===== src/rtl/pipelined_cla_addsub.sv =====
// Purpose : pipelined carry-lookahead adder/subtractor, one SLICE-bit lookahead slice per stage.
// Latency : N_STAGES cycles, counting the acceptance cycle. Throughput is one operation per cycle.
// Backpr. : a global stall freezes every stage while the output is held. in_ready = !out_valid || out_ready.
//
// Ports:
//   i_clk        rising-edge clock
//   i_rst_n      synchronous active-low reset; clears all valid bits and data registers
//   i_in_valid   operands present        / o_in_ready   operands accepted this cycle
//   i_a, i_b     WIDTH-bit operands (unsigned or two's complement)
//   i_cin        carry-in (add) or borrow-in (sub)
//   i_sub        0: a + b + cin, 1: a - b - cin
//   o_out_valid  result present          / i_out_ready  downstream accepts result
//   o_sum        WIDTH-bit result, modulo 2^WIDTH
//   o_cout       carry-out (add) or NOT borrow-out (sub)
//   o_ovf        signed two's-complement overflow
module pipelined_cla_addsub #(
    parameter int WIDTH = 16,
    parameter int SLICE = 4
) (
    input  logic             i_clk,
    input  logic             i_rst_n,
    input  logic             i_in_valid,
    output logic             o_in_ready,
    input  logic [WIDTH-1:0] i_a,
    input  logic [WIDTH-1:0] i_b,
    input  logic             i_cin,
    input  logic             i_sub,
    output logic             o_out_valid,
    input  logic             i_out_ready,
    output logic [WIDTH-1:0] o_sum,
    output logic             o_cout,
    output logic             o_ovf
);

    localparam int N_STAGES = WIDTH / SLICE;

    // Each carry is written in flattened lookahead form:
    //   c[i+1] = g[i] | p[i]g[i-1] | p[i]p[i-1]g[i-2] | ... | p[i..0]c0
    // so no carry depends on another carry inside the slice.
    function automatic logic [SLICE:0] cla_carry(
        input logic [SLICE-1:0] g,
        input logic [SLICE-1:0] p,
        input logic             c0
    );
        logic [SLICE:0] c;
        logic           term;
        logic           prod;
        c    = '0;
        c[0] = c0;
        for (int i = 0; i < SLICE; i++) begin
            term = g[i];
            prod = p[i];
            for (int j = i - 1; j >= 0; j--) begin
                term = term | (prod & g[j]);
                prod = prod & p[j];
            end
            c[i+1] = term | (prod & c0);
        end
        return c;
    endfunction

    // Stage k registers hold the operation after slice k has been resolved.
    // The operands travel with the operation so later stages can take their slice.
    // The partial sum accumulates completed slices from bit 0 upward.
    // The carry register is the carry out of slice k.
    logic             r_vld [N_STAGES];
    logic [WIDTH-1:0] r_a   [N_STAGES];
    logic [WIDTH-1:0] r_b   [N_STAGES];
    logic [WIDTH-1:0] r_sum [N_STAGES];
    logic             r_c   [N_STAGES];
    logic             r_ovf;

    // Per-stage inputs: stage 0 sees the new operands, stage k sees stage k-1's registers.
    logic             w_vld_in [N_STAGES];
    logic [WIDTH-1:0] w_a_in   [N_STAGES];
    logic [WIDTH-1:0] w_b_in   [N_STAGES];
    logic [WIDTH-1:0] w_sum_in [N_STAGES];
    logic             w_c_in   [N_STAGES];

    logic             w_vld_nxt [N_STAGES];
    logic [WIDTH-1:0] w_a_nxt   [N_STAGES];
    logic [WIDTH-1:0] w_b_nxt   [N_STAGES];
    logic [WIDTH-1:0] w_sum_nxt [N_STAGES];
    logic             w_c_nxt   [N_STAGES];
    logic             w_ovf_nxt;

    logic             w_advance;

    logic [SLICE-1:0] w_g;
    logic [SLICE-1:0] w_p;
    logic [SLICE:0]   w_cc;

    assign w_advance   = !o_out_valid || i_out_ready;
    assign o_in_ready  = w_advance;

    assign o_out_valid = r_vld[N_STAGES-1];
    assign o_sum       = r_sum[N_STAGES-1];
    assign o_cout      = r_c[N_STAGES-1];
    assign o_ovf       = r_ovf;

    always_comb begin
        w_g       = '0;
        w_p       = '0;
        w_cc      = '0;
        w_ovf_nxt = 1'b0;
        for (int k = 0; k < N_STAGES; k++) begin
            w_vld_in[k]  = 1'b0;
            w_a_in[k]    = '0;
            w_b_in[k]    = '0;
            w_sum_in[k]  = '0;
            w_c_in[k]    = 1'b0;
            w_vld_nxt[k] = 1'b0;
            w_a_nxt[k]   = '0;
            w_b_nxt[k]   = '0;
            w_sum_nxt[k] = '0;
            w_c_nxt[k]   = 1'b0;
        end

        // Subtraction becomes a + ~b + ~cin. The inversion is applied here, in the
        // acceptance cycle, so every stage is a plain adder slice.
        w_vld_in[0] = i_in_valid;
        w_a_in[0]   = i_a;
        w_b_in[0]   = i_b ^ {WIDTH{i_sub}};
        w_sum_in[0] = '0;
        w_c_in[0]   = i_cin ^ i_sub;
        for (int k = 1; k < N_STAGES; k++) begin
            w_vld_in[k] = r_vld[k-1];
            w_a_in[k]   = r_a[k-1];
            w_b_in[k]   = r_b[k-1];
            w_sum_in[k] = r_sum[k-1];
            w_c_in[k]   = r_c[k-1];
        end

        for (int k = 0; k < N_STAGES; k++) begin
            w_g  = w_a_in[k][k*SLICE +: SLICE] & w_b_in[k][k*SLICE +: SLICE];
            w_p  = w_a_in[k][k*SLICE +: SLICE] ^ w_b_in[k][k*SLICE +: SLICE];
            w_cc = cla_carry(w_g, w_p, w_c_in[k]);

            w_vld_nxt[k] = w_vld_in[k];
            w_a_nxt[k]   = w_a_in[k];
            w_b_nxt[k]   = w_b_in[k];
            w_sum_nxt[k] = w_sum_in[k];
            w_sum_nxt[k][k*SLICE +: SLICE] = w_p ^ w_cc[SLICE-1:0];
            w_c_nxt[k]   = w_cc[SLICE];
        end

        // Overflow is resolved together with the top slice. Operand B here is
        // already conditionally inverted, so one rule covers add and sub.
        w_ovf_nxt = (w_a_in[N_STAGES-1][WIDTH-1] == w_b_in[N_STAGES-1][WIDTH-1]) &&
                    (w_sum_nxt[N_STAGES-1][WIDTH-1] != w_a_in[N_STAGES-1][WIDTH-1]);
    end

    // Bubbles advance like any other slot, so there is no per-stage enable.
    // The whole pipe moves, or the whole pipe holds.
    always_ff @(posedge i_clk) begin
        if (!i_rst_n) begin
            for (int k = 0; k < N_STAGES; k++) begin
                r_vld[k] <= 1'b0;
                r_a[k]   <= '0;
                r_b[k]   <= '0;
                r_sum[k] <= '0;
                r_c[k]   <= 1'b0;
            end
            r_ovf <= 1'b0;
        end else if (w_advance) begin
            for (int k = 0; k < N_STAGES; k++) begin
                r_vld[k] <= w_vld_nxt[k];
                r_a[k]   <= w_a_nxt[k];
                r_b[k]   <= w_b_nxt[k];
                r_sum[k] <= w_sum_nxt[k];
                r_c[k]   <= w_c_nxt[k];
            end
            r_ovf <= w_ovf_nxt;
        end
    end

endmodule


===== config.mk =====
export PLATFORM = sky130hd
export DESIGN_NAME = pipelined_cla_addsub
export DESIGN_NICKNAME = d
export VERILOG_FILES = /design/src/rtl/pipelined_cla_addsub.sv
export SDC_FILE = /design/constraint.sdc
export NUM_CORES = 1
export LEC_CHECK = 0
export ABC_AREA = 1
export CAP_MARGIN = 20
export CORE_ASPECT_RATIO = 1.75
export CORE_UTILIZATION = 50
export DETAILED_ROUTE_END_ITERATION = 7
export HOLD_SLACK_MARGIN = 0.03
export PLACE_DENSITY = 0.82
export SETUP_SLACK_MARGIN = 0.15
export SLEW_MARGIN = 10
export SYNTH_ARGS = -nofsm -noshare
export SYNTH_HDL_FRONTEND = slang
export SYNTH_SLANG_ARGS = --single-unit

===== constraint.sdc =====
create_clock -name i_clk -period 3.31 [get_ports i_clk]
set_input_delay 0.8275 -clock i_clk [delete_from_list [all_inputs] [get_ports i_clk]]
set_output_delay 0.8275 -clock i_clk [all_outputs]
set_load 0.005 [all_outputs]

==> metrics.md <==
| Metric | Value |
|---|---|
| Outcome | finished, final reports clean |
| Synth Net Count | 505 |
| RSZ-0062 raised after global routing | false |
| Slowest cell on crit path | clkdlybuf4s50_1 |
| Worst flop-to-flop path endpoint | r_a[0][7]$_SDFFCE_PN0P_ |
| Worst path top cell family by delay | buffers and inverters |
| Clock skew | 5.82 ps |
| GRT Resource Usage Total | 0.161 |
| Flops & latches, synth | 97 |
| Crit. Startpoint | i_out_ready |
| Critical Path Stages | 4 |
| First-pass GRT wire length | 11600 um |
| Final setup viols | 0 |
| Most Frequent Cell on Critical Path | clkdlybuf4s50_1 |
| Drc violations | 0 |
| Register area share after synthesis | 0.617 |
| WS Path Type | in -> out |
| FMAX | 0.363 GHz |
| CP Capture Type | output pin |
| CTS root buf | clkbuf_16 |
| Critical Path Source Type | primary input |
| Nets@finish | 551 |
| Vias in the first global route | 2798 |
| Asr flop ratio synth | 0 |
| Die X-Extent | 75.3 um |
| Mux share of post-synthesis cell area | 0 |
| Min Hold Slack | 469 ps |
| Worst reg2reg setup slack | 1690 ps |
| Crit path required time | 2480 ps |
| Vias | 2937 |
| IO Port Bufs | 57 |
| Cell Rows | 46 |
| Worst slew pin tran | 550 ps |
| Hold_buf cts | 0 |
| Max rail drop VDD | 0.000337 V |
| Gpl congestion | 0.831 |
| Final wirelength | 7260 um |
| Number of setup buffers added after CTS | 0 |
| Main combinational cell family by area after synthesis | simple AND/OR/NAND/NOR gates |
| Initial Util | 0.517 |
| Iteration-0 DRC Markers | 183 |
| Worst-Skew Late Latency | 340 ps |
| Total gr overflow | 0 |
| Simple-gate share of the synthesized area | 0.147 |
| TritonCTS buffer count | 9 |
| FF-to-FF path depth | 4 |
| Pleak | 2.42 nW |
| Syn Inst Count | 447 |
| Post-Synth Adder-Cell Area | 0.0596 |
| Ys Warns | 0 |
| Share of cells above drive strength 1 | 0.0503 |
| Xor and xnor area share after synthesis | 0.0372 |
| Worst Path Buf+Inv | 3 |
| Final Hold Vio Count | 0 |
| Vias per cell | 4.76 |
| # resized after CTS | 0 |
| CP cell instances | clkdlybuf4s50_1 -> inv_2 -> nand2_2 -> clkdlybuf4s50_1 |
| Post-synth EDFFs | 96 |
| Die ar. | 9820 um^2 |
| Layout area overhead | 17.9% |
| Dominant synthesized flop cell | edfxtp_1 |
| I/O Pins | 58 |
| Largest net degree at the start of global routing | 42 |
| CTS H-tree lvls | 3 |
| Clock sink count | 97 |
| Compound-cell area share of the yosys netlist | 0.0202 |
| Synthesized area | 4710 um^2 |
| Routed Antenna Nets | 0 |
| R2R Path Start | r_vld[0][3]$_DFFE_PP_ |
| Crit path max fanout | 3 |
| Dpl hpwl | 4980 um |
| Initial antenna violation count | 0 |
| Worst path max stage delay | 500 ps |
| Crit path to | o_in_ready |
| Reg clk slew, reported paths | 60 ps |
| Syn Area/Cell | 10.5 um^2 |
| Core region area | 9090 um^2 |
| Post-layout min period | 2750 ps |
| Die H | 130 um |
| Hold Path Class | reg -> reg |
| First-pass iteration count of the detailed router | 5 |
| Max Cap Viol | 0 |
| Synth cell types | 22 |
| CTS tree | done |
| Antenna Cells | 0 |
| Slew Viols, Final | 0 |
| Setup TNS | 0 ps |
| Avg WL per Cell | 11.8 um |
| Final period util | 0.832 |
| Critical path arrival | 1930 ps |
| Max_slew headroom | 0.633 |
| Cell Pwr Density | 490 nW/um^2 |
| Longest Clk Path Bufs | 2 |
[cell usage in the layout (no fill, tap or decap), drive strengths merged, types with 5 or more instances in the layout]
master	count
a21oi	18
xnor2	15
clkbuf	11
nand2	33
nand3	21
clkdlybuf4s50	57
buf	5
edfxtp	96
nor2	108
inv	96
ha	16
xor2	5
[power by group]
group | leakage, nW | total (mW) | switching (mW) | internal [mW]
Sequential | 1.15 | 1.49 | 0.0311 | 1.46
Clock | 0.123 | 0.891 | 0.392 | 0.499
Combinational | 1.15 | 0.340 | 0.181 | 0.159
Total | 2.42 | 2.72 | 0.603 | 2.11
[worst min path at each step]
stage	startpoint	end	slack, ps	cells after the start
floorplan	o_ovf$_SDFFE_PN0N_	o_ovf$_SDFFE_PN0N_	460	2
global placement	o_ovf$_SDFFE_PN0N_	o_ovf$_SDFFE_PN0N_	460	2
detailed placement	o_ovf$_SDFFE_PN0N_	o_ovf$_SDFFE_PN0N_	460	2
CTS	o_ovf$_SDFFE_PN0N_	o_ovf$_SDFFE_PN0N_	470	2
global route	o_ovf$_SDFFE_PN0N_	o_ovf$_SDFFE_PN0N_	500	2
finish	o_ovf$_SDFFE_PN0N_	o_ovf$_SDFFE_PN0N_	470	2
[cells in the mapped netlist (all sizes together) (4+ instances only)]
| cell type | instances | area (um^2) |
|---|---|---|
| buf | 27 | 200 |
| xor2 | 5 | 43.8 |
| nand4 | 4 | 25.0 |
| xnor2 | 15 | 131 |
| fa | 4 | 80.1 |
| nand2 | 33 | 134 |
| edfxtp | 96 | 2880 |
| nand3 | 21 | 105 |
| ha | 16 | 200 |
| a21oi | 18 | 90.1 |
| inv | 96 | 360 |
| nor2 | 108 | 415 |
[registers in the layout, indices dropped and copies added, names as in the netlist]
name   cells
r_sum     40
r_a       24
o_ovf      1
r_b       24
r_vld      4
r_c        4
[per-layer routing]
metal / share of wire / track usage / up-vias
li1: - / - / 1485
met1: 0.36 / 0.152 / 1329
met2: 0.55 / 0.288 / 94
met3: 0.039 / 0.0402 / 29
met4: 0.056 / 0.122 / 0
met5: 0 / 0 / -
[final cells by class]
cell class | count | area [um^2]
inverters | 96 | 360
clock buffers | 11 | 233
flip-flops and latches | 97 | 2900
repair buffers | 62 | 633
well taps | 120 | 150
clock inverters | 4 | 21.3
fillers | 763 | 3540
multi-input cells | 227 | 1250
[per-stage QoR]
stage / area [um^2] / power [mW] / util / std cells / worst slack (ps)
3_3_place_gp: 5300 / 1.82 / 0.582 / 602 / 445
2_1_floorplan: 4710 / 1.74 / - / 447 / 738
6_report: 5550 / 2.72 / 0.610 / 617 / 556
5_1_grt: 5550 / 2.84 / 0.610 / 617 / 478
3_5_place_dp: 5300 / 1.85 / 0.582 / 602 / 289
4_1_cts: 5550 / 2.75 / 0.610 / 617 / 544
[logic make-up (layout without fill, tap and decap cells)]
group | after synthesis | count (layout)
XOR/XNOR | 20 | 20
buffers and inverters | 123 | 173
AND/OR/NAND/NOR | 168 | 168
adder cells (fa/ha/maj) | 20 | 20
flip-flops | 97 | 97
AO/OA/AOI/OAI | 19 | 19
[worst register-to-register path, delay by kind of cell (launching register included)]
family                 cells  cell delay (ps)
buffers and inverters      2              360
DFF                        1              400
and+or+nand+nor            2              540
(Power assumes the default switching activity.)
